<file path="src/rtl/matrix_row_streamer.sv">
// Streams every row of a source matrix to a ready/valid consumer. A credit count
// bounds outstanding reads so the small receive FIFO can never overflow.
module matrix_row_streamer #(
    parameter int NUM_ROWS       = 3,
    parameter int NUM_COLS       = 5,
    parameter int SCALAR_BITS    = 32,
    parameter int MEMORY_LATENCY = 2,
    // A one-row matrix still needs a one-bit address port.
    localparam int ROW_ADDR_WIDTH = (NUM_ROWS > 1) ? $clog2(NUM_ROWS) : 1,
    localparam int ROW_SIZE       = NUM_COLS * SCALAR_BITS,
    localparam int FIFO_DEPTH     = MEMORY_LATENCY + 2
) (
    input  logic                      clk,
    input  logic                      rst,
    input  logic                      start,
    output logic                      busy,
    output logic                      done,
    output logic [ROW_ADDR_WIDTH-1:0] row_addr,
    output logic                      row_addr_ready,
    input  logic                      row_valid,
    input  logic [ROW_SIZE-1:0]       row_out,
    output logic                      out_valid,
    input  logic                      out_ready,
    output logic [ROW_SIZE-1:0]       out_row,
    output logic [ROW_ADDR_WIDTH-1:0] out_row_idx,
    output logic                      out_last
);

    localparam int CNT_WIDTH = $clog2(FIFO_DEPTH + 1);
    localparam int PTR_WIDTH = (FIFO_DEPTH > 1) ? $clog2(FIFO_DEPTH) : 1;
    localparam logic [ROW_ADDR_WIDTH-1:0] LAST_ROW    = ROW_ADDR_WIDTH'(NUM_ROWS - 1);
    localparam logic [CNT_WIDTH:0]        DEPTH_LIMIT = (CNT_WIDTH + 1)'(FIFO_DEPTH);
    localparam logic [PTR_WIDTH-1:0]      LAST_SLOT   = PTR_WIDTH'(FIFO_DEPTH - 1);

    typedef enum logic [1:0] {
        IDLE,
        ISSUE,
        DRAIN
    } state_t;

    state_t                    r_state;
    state_t                    w_nextState;
    logic [ROW_ADDR_WIDTH-1:0] r_issueCnt;
    logic [ROW_ADDR_WIDTH-1:0] r_recvCnt;
    logic [CNT_WIDTH-1:0]      r_inFlight;
    logic [CNT_WIDTH-1:0]      r_fifoCount;
    logic [PTR_WIDTH-1:0]      r_wrPtr;
    logic [PTR_WIDTH-1:0]      r_rdPtr;
    logic [ROW_SIZE-1:0]       r_rowMem [FIFO_DEPTH];
    logic [ROW_ADDR_WIDTH-1:0] r_idxMem [FIFO_DEPTH];
    logic                      r_done;

    logic                      w_startAccept;
    logic                      w_issue;
    logic                      w_push;
    logic                      w_pop;
    logic                      w_hasCredit;
    logic                      w_outValid;
    logic                      w_headLast;
    logic                      w_lastHandshake;
    logic [CNT_WIDTH:0]        w_occupancy;

    function automatic logic [PTR_WIDTH-1:0] nextPtr(input logic [PTR_WIDTH-1:0] p);
        return (p == LAST_SLOT) ? '0 : p + 1'b1;
    endfunction

    // Rows already requested plus rows waiting in the FIFO must fit in the FIFO.
    assign w_occupancy     = {1'b0, r_fifoCount} + {1'b0, r_inFlight};
    assign w_hasCredit     = w_occupancy < DEPTH_LIMIT;
    assign w_startAccept   = (r_state == IDLE) && start;
    assign w_push          = row_valid && (r_inFlight != '0);
    assign w_outValid      = r_fifoCount != '0;
    assign w_pop           = w_outValid && out_ready;
    assign w_headLast      = w_outValid && (r_idxMem[r_rdPtr] == LAST_ROW);
    assign w_lastHandshake = (r_state == DRAIN) && w_pop && w_headLast;

    always_ff @(posedge clk or posedge rst) begin
        if (rst) begin
            r_state <= IDLE;
        end else begin
            r_state <= w_nextState;
        end
    end

    always_comb begin
        w_nextState = r_state;
        w_issue     = 1'b0;
        case (r_state)
            IDLE: begin
                if (start) begin
                    w_nextState = ISSUE;
                end
            end
            ISSUE: begin
                w_issue = w_hasCredit;
                if (w_hasCredit && (r_issueCnt == LAST_ROW)) begin
                    w_nextState = DRAIN;
                end
            end
            DRAIN: begin
                if (w_lastHandshake) begin
                    w_nextState = IDLE;
                end
            end
            default: begin
                w_nextState = IDLE;
            end
        endcase
    end

    // The issue counter parks on the last row so row_addr holds once issuing stops.
    always_ff @(posedge clk or posedge rst) begin
        if (rst) begin
            r_issueCnt <= '0;
            r_recvCnt  <= '0;
        end else if (w_startAccept) begin
            r_issueCnt <= '0;
            r_recvCnt  <= '0;
        end else begin
            if (w_issue && (r_issueCnt != LAST_ROW)) begin
                r_issueCnt <= r_issueCnt + 1'b1;
            end
            if (w_push) begin
                r_recvCnt <= r_recvCnt + 1'b1;
            end
        end
    end

    always_ff @(posedge clk or posedge rst) begin
        if (rst) begin
            r_inFlight <= '0;
        end else begin
            case ({w_issue, w_push})
                2'b10:   r_inFlight <= r_inFlight + 1'b1;
                2'b01:   r_inFlight <= r_inFlight - 1'b1;
                default: r_inFlight <= r_inFlight;
            endcase
        end
    end

    always_ff @(posedge clk or posedge rst) begin
        if (rst) begin
            r_fifoCount <= '0;
            r_wrPtr     <= '0;
            r_rdPtr     <= '0;
        end else begin
            if (w_push) begin
                r_wrPtr <= nextPtr(r_wrPtr);
            end
            if (w_pop) begin
                r_rdPtr <= nextPtr(r_rdPtr);
            end
            case ({w_push, w_pop})
                2'b10:   r_fifoCount <= r_fifoCount + 1'b1;
                2'b01:   r_fifoCount <= r_fifoCount - 1'b1;
                default: r_fifoCount <= r_fifoCount;
            endcase
        end
    end

    // Storage needs no reset; outputs are masked whenever the FIFO is empty.
    always_ff @(posedge clk) begin
        if (w_push) begin
            r_rowMem[r_wrPtr] <= row_out;
            r_idxMem[r_wrPtr] <= r_recvCnt;
        end
    end

    always_ff @(posedge clk or posedge rst) begin
        if (rst) begin
            r_done <= 1'b0;
        end else begin
            r_done <= w_lastHandshake;
        end
    end

    assign busy           = r_state != IDLE;
    assign done           = r_done;
    assign row_addr       = r_issueCnt;
    assign row_addr_ready = w_issue;
    assign out_valid      = w_outValid;
    assign out_row        = w_outValid ? r_rowMem[r_rdPtr] : '0;
    assign out_row_idx    = w_outValid ? r_idxMem[r_rdPtr] : '0;
    assign out_last       = w_headLast;

endmodule

</file>
<file path="config.mk">
export PLATFORM = sky130hd
export DESIGN_NAME = matrix_row_streamer
export DESIGN_NICKNAME = d
export VERILOG_FILES = /design/src/rtl/matrix_row_streamer.sv
export SDC_FILE = /design/constraint.sdc
export NUM_CORES = 1
export LEC_CHECK = 0
export BUFFER_PORTS_ARGS = -buffer_cell sky130_fd_sc_hd__buf_2
export CORE_ASPECT_RATIO = 1.2
export CORE_MARGIN = 3
export CORE_UTILIZATION = 25
export CTS_CLUSTER_DIAMETER = 30
export DETAILED_ROUTE_END_ITERATION = 10
export GPL_TIMING_DRIVEN = 0
export PLACE_DENSITY_LB_ADDON = 0.2
export SLEW_MARGIN = 20
export SYNTH_ARGS = -nofsm -noshare
export SYNTH_HDL_FRONTEND = slang
export SYNTH_SLANG_ARGS = --single-unit
</file>
<file path="constraint.sdc">
create_clock -name clk -period 4.65 [get_ports clk]
set_clock_uncertainty 0.2 [all_clocks]
set_input_delay 0.6975 -clock clk [delete_from_list [all_inputs] [get_ports clk]]
set_output_delay 0.6975 -clock clk [all_outputs]
set_load 0.02 [all_outputs]
</file>
## Yosys cells after proc, flatten, opt, wreduce, memory -nomap -nowiden

Memories as Yosys holds them, arrays and structs flattened.
Cells that the tools add are included.

- Memory bits (writable): 648
- Memories: 2
- Output and inout bits: 169
- Input bits: 165
- Word-level logic and storage cells: 68
- Flip-flop bits (word level): 17

Memory list:

| name | depth | bits a word | read ports | clocked after memory_dff | write ports | line | text |
|---|---|---|---|---|---|---|---|
| r_rowMem | 4 | 160 | 1 | 0 | 1 | 49 | `logic [ROW_SIZE-1:0] r_rowMem [FIFO_DEPTH];` |
| r_idxMem | 4 | 2 | 1 | 0 | 1 | 50 | `logic [ROW_ADDR_WIDTH-1:0] r_idxMem [FIFO_DEPTH];` |

- Order comparisons: 1
- Multiplexer cells: 17
- Add/subtract/negate cells: 9
- Equal/unequal tests: 14
- Reduce and logical (&&, ||, !) cells: 17

Operators with widths:

| cell | count |
|---|---|
| 2-to-1 mux 160 bit | 1 |
| 2-to-1 mux 2 bit | 10 |
| equality test 2 bit, second input constant | 7 |
| one-hot mux 3 bit (2 select lines) | 2 |
| nonzero test 2 bit | 5 |
| adder 2 x 1 -> 2 bit, second input constant | 4 |
| logical AND 1 bit | 8 |
| != test 2 bit, second input constant | 4 |
| adder 3 x 1 -> 3 bit, second input constant | 2 |
| equality test 2 x 1 -> 1 bit, second input constant | 3 |
| one-hot mux 2 bit (3 select lines) | 1 |
| nonzero test 3 bit | 2 |
| subtractor 3 x 1 -> 3 bit, second input constant | 2 |
| adder 3 x 3 -> 4 bit | 1 |
| less-than comparator 4 x 3 -> 1 bit, second input constant | 1 |
| 2-to-1 mux 1 bit | 3 |
| AND reduction 3 bit | 1 |
| logical NOT 2 bit | 1 |

## Logic depth before layout (Yosys ltp)

Gate-level depths: netlist of the first run.

- Depth in word-level cells: 6
- Mapped depth: 9
- Gate-level depth less buffers: 9

## Least setup slack after synthesis of the first run

OpenSTA, ideal clock, no wires.

- Path type: in2reg
- Start: input port row_valid
- End: memory r_idxMem[0][0] in the netlist's numbering (enable)
- Required time: 3.908 ns
- Slack: -0.735 ns
- Buffers on the path: 0
- Library setup time: 0.542 ns
- Stages: 3
- Arrival time: 4.643 ns
- Cells stage by stage: o31ai_2 -> clkinv_1 -> and2_1

- Cells in the longest elaborated chain, start to end: 3

Ends and longest elaborated chain:

| item | line | text |
|---|---|---|
| start: declaration | 20 | `input logic row_valid,` |
| logical AND 1 bit | 71 | `assign w_push = row_valid && (r_inFlight != '0);` |
| net w_push | 55 | `logic w_push;` |
| 2-to-1 mux 1 bit | 163 | `if (w_push) begin` |
| 2-to-1 mux 1 bit (implied by the code) | 165 | `r_idxMem[r_wrPtr] <= r_recvCnt;` |
| end: declaration | 50 |  |

The timed path passes the listed nets, and every way through them passes these cells.

## Final worst setup path of the first run

- Start: register r_fifoCount[0]
- End: output port out_row[81]

- Cells in the longest elaborated chain, start to end: 2

Ends and longest elaborated chain:

| item | line | text |
|---|---|---|
| start: declaration | 46 | `logic [CNT_WIDTH-1:0] r_fifoCount;` |
| start signal: assignment | 154 | `2'b10: r_fifoCount <= r_fifoCount + 1'b1;` |
| start signal: assignment | 155 | `2'b01: r_fifoCount <= r_fifoCount - 1'b1;` |
| start signal: assignment | 156 | `default: r_fifoCount <= r_fifoCount;` |
| nonzero test 3 bit | 72 | `assign w_outValid = r_fifoCount != '0;` |
| 2-to-1 mux 160 bit | 182 | `assign out_row = w_outValid ? r_rowMem[r_rdPtr] : '0;` |
| end: declaration | 24 | `output logic [ROW_SIZE-1:0] out_row,` |

No other way between the ends.

==> results of run 1 <==
## worst max-delay path by stage
stage / end / slack (ns) / depth (start not counted)
floorplan: r_idxMem[0][0] / 1.09 / 3
global placement: r_rowMem[0][80] / -1.27 / 4
detailed placement: out_row[90] / 1.09 / 6
CTS: out_row[74] / 0.29 / 6
global route: out_row[81] / 0.26 / 6
finish: out_row[81] / 0.58 / 6
## cell usage after synthesis, types with 4 or more instances
cell        n  area share [%]
inv_1      14            0.21
nor2_1      7            0.10
buf_1      13            0.19
clkbuf_1   18            0.26
xor2_1      4            0.14
buf_2       4           0.078
ha_1       10            0.49
nand2b_1    4           0.098
dfrtp_1    17             1.7
and2_1    166             4.1
buf_6       7            0.31
mux4_2    163              14
buf_12     11            0.86
edfxtp_1  648              76
## state kept, by name (all words and copies together) (netlist names), 3 cells and up
register / cells
r_fifoCount: 3
r_inFlight: 3
r_rowMem: 640
r_idxMem: 8
## power by group through the flow
| stage | combinational [uW] | sequential [uW] | clock, uW |
|---|---|---|---|
| after floorplan | 5410 | 8280 | 0 |
| after global placement | 8400 | 8440 | 0 |
| after detailed placement | 8640 | 8280 | 0 |
| after CTS | 8790 | 8180 | 9880 |
| after global routing | 9170 | 8260 | 10200 |
| final | 8430 | 8160 | 9620 |
## worst max-delay path, cell delays in order, from the launching register on
cell	delay [ns]
dfrtp_1	0.43
nor3_1	0.11
inv_2	0.43
clkbuf_2	0.61
clkbuf_1	0.45
and2_1	0.23
buf_2	0.18
## final cells by class
| type | count | area share (%) |
|---|---|---|
| inverters | 16 | 0.1685 |
| multi-input cells | 390 | 14.66 |
| diodes | 2 | 0.01404 |
| clock buffers | 163 | 10.34 |
| repair buffers | 511 | 10.38 |
| well taps | 1354 | 4.753 |
| flip-flops and latches | 665 | 55.78 |
| clock inverters | 87 | 2.654 |
| plain buffers | 54 | 1.250 |
## per-stage QoR
step	power [uW]	setup WS (ns)	instances
floorplan	13700	1.088	1125
global placement	16840	-1.267	2812
detailed placement	16920	1.086	2829
CTS	26850	0.2933	3240
global route	27630	0.2564	3240
finish	26210	0.5849	3242
## kinds of logic after synthesis
logic type      count (synthesis)  share of synthesized area [%]
compound gates                 10                         0.2932
xor+xnor                        7                         0.2395
fa+ha+maj                      12                         0.6451
buf+inv                        70                          1.965
flops                         665                          77.66
mux                           168                          14.55
simple gates                  193                          4.647
## per-layer routing
| layer | up-vias | routed length (um) |
|---|---|---|
| met5 | - | 13 |
| met4 | 2 | 1904 |
| met3 | 130 | 3922 |
| met2 | 356 | 33380 |
| met1 | 7012 | 25680 |
| li1 | 5958 | - |
==> metrics, run 1 <==
Initial Util around a quarter; Vias/cell 4.151; Routed Antenna Nets 0; vias in the first global route roughly 16000; Post-Syn Area roughly 26000 um^2; die area ~110000 um^2; post-cts resize count 0; gpl congestion a little under 0.7; CP required between 3 and 4 ns; busiest grt layer met2; fin nets approximately 2000; Sink Count roughly 670; Final Cycle Share a little under 90%; WL final 64910 um; Crit Reg-Reg Startpoint r_inFlight[0]; P_leak ~0.012 uW; clock buffer depth 3; min-delay src start; met1 usage in global routing 14.28%; Max-Cap Viols 0; Final Max Slew Viols 0; Total Routing Usage GR approximately an eighth; sequential share of power a little under a third; yosys warns 0; hold depth 3; global route total overflow 0; wire length per cell ~20 um; Fin Hold WS just under 0.1 ns; hold path endpoint r_state[0]; number of port buffers about 330; die extent in y 356.6 um; total core area 100700 um^2; post-route cell area 35650 um^2; IO Pins 334; cells after synthesis between 1000 and 1500; CP Launch Point r_fifoCount[0]; reg-to-reg slack, setup roughly 1.9 ns; final core utilization between 30% and 40%; CTS tree done; DP HPWL 41220 um; Netlist cell types 38; syn_nets 1302; VDD IR max 0.4055 mV; Rows approximately 130; # Post-CTS Setup Buffers 0; clock share of power a little under two fifths; Net Switching between 8000 and 9000 uW; CTS Hold Bufs 161; # setup viols final 0; first-pass GRT wire length 97420 um; WP data arrival between 3 and 4 ns; Power per Cell Area 735.3 nW/um^2; CP Max Fanout 11; Net Sw Frac a little under a third; CTS Root Buffer Type clkbuf_16; setup TNS 0 ns; Post-DP Area 29400 um^2; sequential fraction of the synthesis area 77.66%; CTS H-tree depth 4; Hold Fails Final Rpt 0; pin count of the biggest net entering global routing 42; Synth Area per Inst roughly 23 um^2; initial antenna violation count 4; chip width approximately 300 um; grt met2 use between 20% and 30%; Slew Limit Headroom 43.14%; number of fill cells in the layout 9571; classification of the worst setup path flip-flop to output pin; Hold Crit Class input port to flip-flop; Worst Reg-to-Reg Cells 5; Num CTS Buffers ~140; Layout Area Growth over Synthesis 39.23%; Yosys reg bits 665; min Tclk post-route roughly 4 ns; CTS clk-pin slew, worst paths ~0.040 ns; r2r endpoint r_rowMem[1][86]; EDFF count, synth between 600 and 700; Most used DFF post-synth edfxtp_1; cell internal pwr around 18000 uW; commonest non-fill, non-tap cell in the layout edfxtp_1; critical path endpoint category output pin; Iter 0 DRT Violations ~700; Reg area between 15000 and 20000 um^2; met3 Track Usage GR 3.883%; Comb pwr share 32.2%; layout cells sized above 1 between 40% and 50%; via count 13458; most frequent cells in the layout edfxtp_1 (648), buf_2 (338), mux4_2 (163), and2_1 (162), dlygate4sd3_1 (161); multi-input logic area between 5000 and 6000 um^2; Fmax between 0.2 and 0.25 GHz; status finished, final reports clean; CP Launch Type flip-flop; RSZ-0062 raised after global routing no; Post-synth ARST share around 2.6%; Pre-antenna DRT Iters 4; DRC 0; clock latency on the worst-skew pair 0.69 ns; Tightest Pin Transition roughly 0.85 ns
Note: power is estimated with default switching activity, not from simulation.
==> run 2: changes to the inputs <==
--- a/config.mk
+++ b/config.mk
@@ -9,6 +9,7 @@
 export CORE_ASPECT_RATIO = 1.2
 export CORE_MARGIN = 3
 export CORE_UTILIZATION = 25
+export CTS_BUF_LIST = sky130_fd_sc_hd__clkbuf_4 sky130_fd_sc_hd__clkbuf_8
 export CTS_CLUSTER_DIAMETER = 30
 export DETAILED_ROUTE_END_ITERATION = 10
 export GPL_TIMING_DRIVEN = 0
==> run 2 against run 1 <==
Net effect: via count is 0.63% lower; clock-buffer cell count stayed put; sequential power hardly changed; clock power is 29% lower; critical path depth stayed put; register-to-register slack worse by 0.03 ns; final cell count is 0.22% higher; power is 11% lower; worst hold slack better by 0.062 ns; die area stayed put; largest power group is now combinational logic.
==> metrics, run 2 (synthesized netlist as in run 1, its figures left out) <==
status finished, final reports clean; # setup viols final 0; highest routed layer met5; cell internal pwr between 15000 and 20000 uW; clock buffer depth 3; Vias/cell between 4 and 5; Slew Limit Headroom about 34%; fin cells about 3200; Sink Count ~670; layout cells sized above 1 between 40% and 50%; Layout Area Growth over Synthesis 33.51%; pin count of the biggest net entering global routing 42; setup TNS 0 ns; r2r endpoint r_rowMem[1][110]; Total Routing Usage GR between 10% and 20%; Fmax approximately 0.24 GHz; CTS clk-pin slew, worst paths around 0.05 ns; CP Launch Type flip-flop; Max-Cap Viols 0; Worst Reg-to-Reg Cells 5; M1 WL ~26000 um; crit-path max cell delay approximately 0.60 ns; CTS Root Buffer Type clkbuf_8; max reg flops 640; number of port buffers between 300 and 400; hold depth 4; CTS H-tree depth 4; WL final 64460 um; die area 106300 um^2; Critical-path top delay cell clkbuf_2; commonest non-fill, non-tap cell in the layout edfxtp_1; # Post-CTS Setup Buffers 0; initial antenna violation count 6; fin nets a little under 2000; WP data arrival 3.26 ns; Num CTS Buffers 141; chip width slightly below 300 um; Setup WS post-layout a little under 0.5 ns; Initial Util between 20% and 30%; CP required 3.75 ns; clock share of power 29.3%; Comb pwr share 36.0%; Net Sw Frac approximately a third; met2 wire length about 33000 um; hold path endpoint r_recvCnt[1]; die extent in y between 300 and 400 um; gpl congestion approximately 0.68; pre-CTS WS around 1.1 ns; CP Max Fanout 11; RSZ-0062 raised after global routing no; Hold Crit Class input port to flip-flop; DP HPWL roughly 40000 um; Power per Cell Area 685.8 nW/um^2; first-pass GRT wire length a little under 100000 um; VDD IR max approximately 0.45 mV; metal3 WL just under 4000 um; classification of the worst setup path flip-flop to output pin; total core area 100700 um^2; Routed Antenna Nets 0; CTS tree done; global route total overflow 0; crit path cell chain nor3_1 > inv_2 > clkbuf_2 > clkbuf_1 > and2_1 > buf_2; Tightest Pin Transition ~0.99 ns; Final Cycle Share about nine tenths; vias in the first global route around 16000; via count about 13000; Net Switching slightly below 8000 uW; wire length per cell 19.84 um; Hold Fails Final Rpt 0; min Tclk post-route approximately 4.2 ns; biggest regs r_rowMem x640, r_idxMem x8; critical path endpoint category output pin; DP Cell Count ~2800; Iter 0 DRT Violations around 640; min-delay src row_valid; sequential share of power a little over a third; clock latency on the worst-skew pair 0.80 ns; most frequent cells in the layout edfxtp_1 (648), buf_2 (338), mux4_2 (163), and2_1 (162), dlygate4sd3_1 (162); IO Pins 334; Crit Reg-Reg Startpoint r_inFlight[0]; reg-to-reg slack, setup between 1.5 and 2 ns; Rows 127; Reg with most FFs r_rowMem; Pre-antenna DRT Iters 4; Final Max Slew Viols 0; DRC 0; P_leak around 0.012 uW
==> run 2: power by group through the flow <==
stage,Clock (uW),Combinational (uW),Sequential [uW]
2_1_floorplan,0,5410,8280
3_3_place_gp,0,8400,8440
3_5_place_dp,0,8640,8280
4_1_cts,7140,8790,8160
5_1_grt,7430,9170,8240
6_report,6870,8430,8150
==> run 2: critical path, delay by kind of cell, from the launching register on <==
| family | cells | cell delay, ns |
|---|---|---|
| flops | 1 | 0.43 |
| buf+inv | 4 | 1.68 |
| simple gates | 2 | 0.32 |
==> run 2: how the worst max path moves through the flow <==
stage,startpoint,end,cells past startpoint
floorplan,row_valid,r_idxMem[0][0],3
global placement,row_valid,r_rowMem[0][80],4
detailed placement,r_fifoCount[0],out_row[90],6
CTS,r_fifoCount[0],out_row[90],6
global route,r_fifoCount[0],out_row[81],6
finish,r_fifoCount[0],out_row[74],6
==> run 2: timing repair <==
action                                  in CTS  in global routing
hold buffers                               162                  0
endpoints found under the hold margin      658                  0
endpoints found under the setup margin       0                  0
resized for setup                            0                  0
==> run 2: per-stage QoR <==
stage | total power [uW] | util (%) | cell area [um^2] | hold WS [ns]
final | 23440 | 33.93 | 34180 | 0.1581
after global placement | 16840 | 28.76 | 28970 | 0.2786
after detailed placement | 16920 | 29.18 | 29400 | 0.2864
after CTS | 24090 | 33.92 | 34170 | 0.01286
after floorplan | 13700 | - | 25610 | 0.2516
after global routing | 24850 | 33.92 | 34180 | 0.07737
==> run 2: area by class of cell <==
cell class	count	area (um^2)
fillers	9742	66560
flip-flops and latches	665	19880
multi-input cells	390	5226
repair buffers	512	3711
clock buffers	163	2131
well taps	1354	1694
clock inverters	90	1018
plain buffers	54	445.4
inverters	16	60.06
diodes	5	12.51
==> run 2: routing by layer <==
metal	vias to the layer above	global-route usage, %
li1	5948	-
met1	6956	14.25
met2	347	21.16
met3	120	3.846
met4	2	5.351
met5	-	0
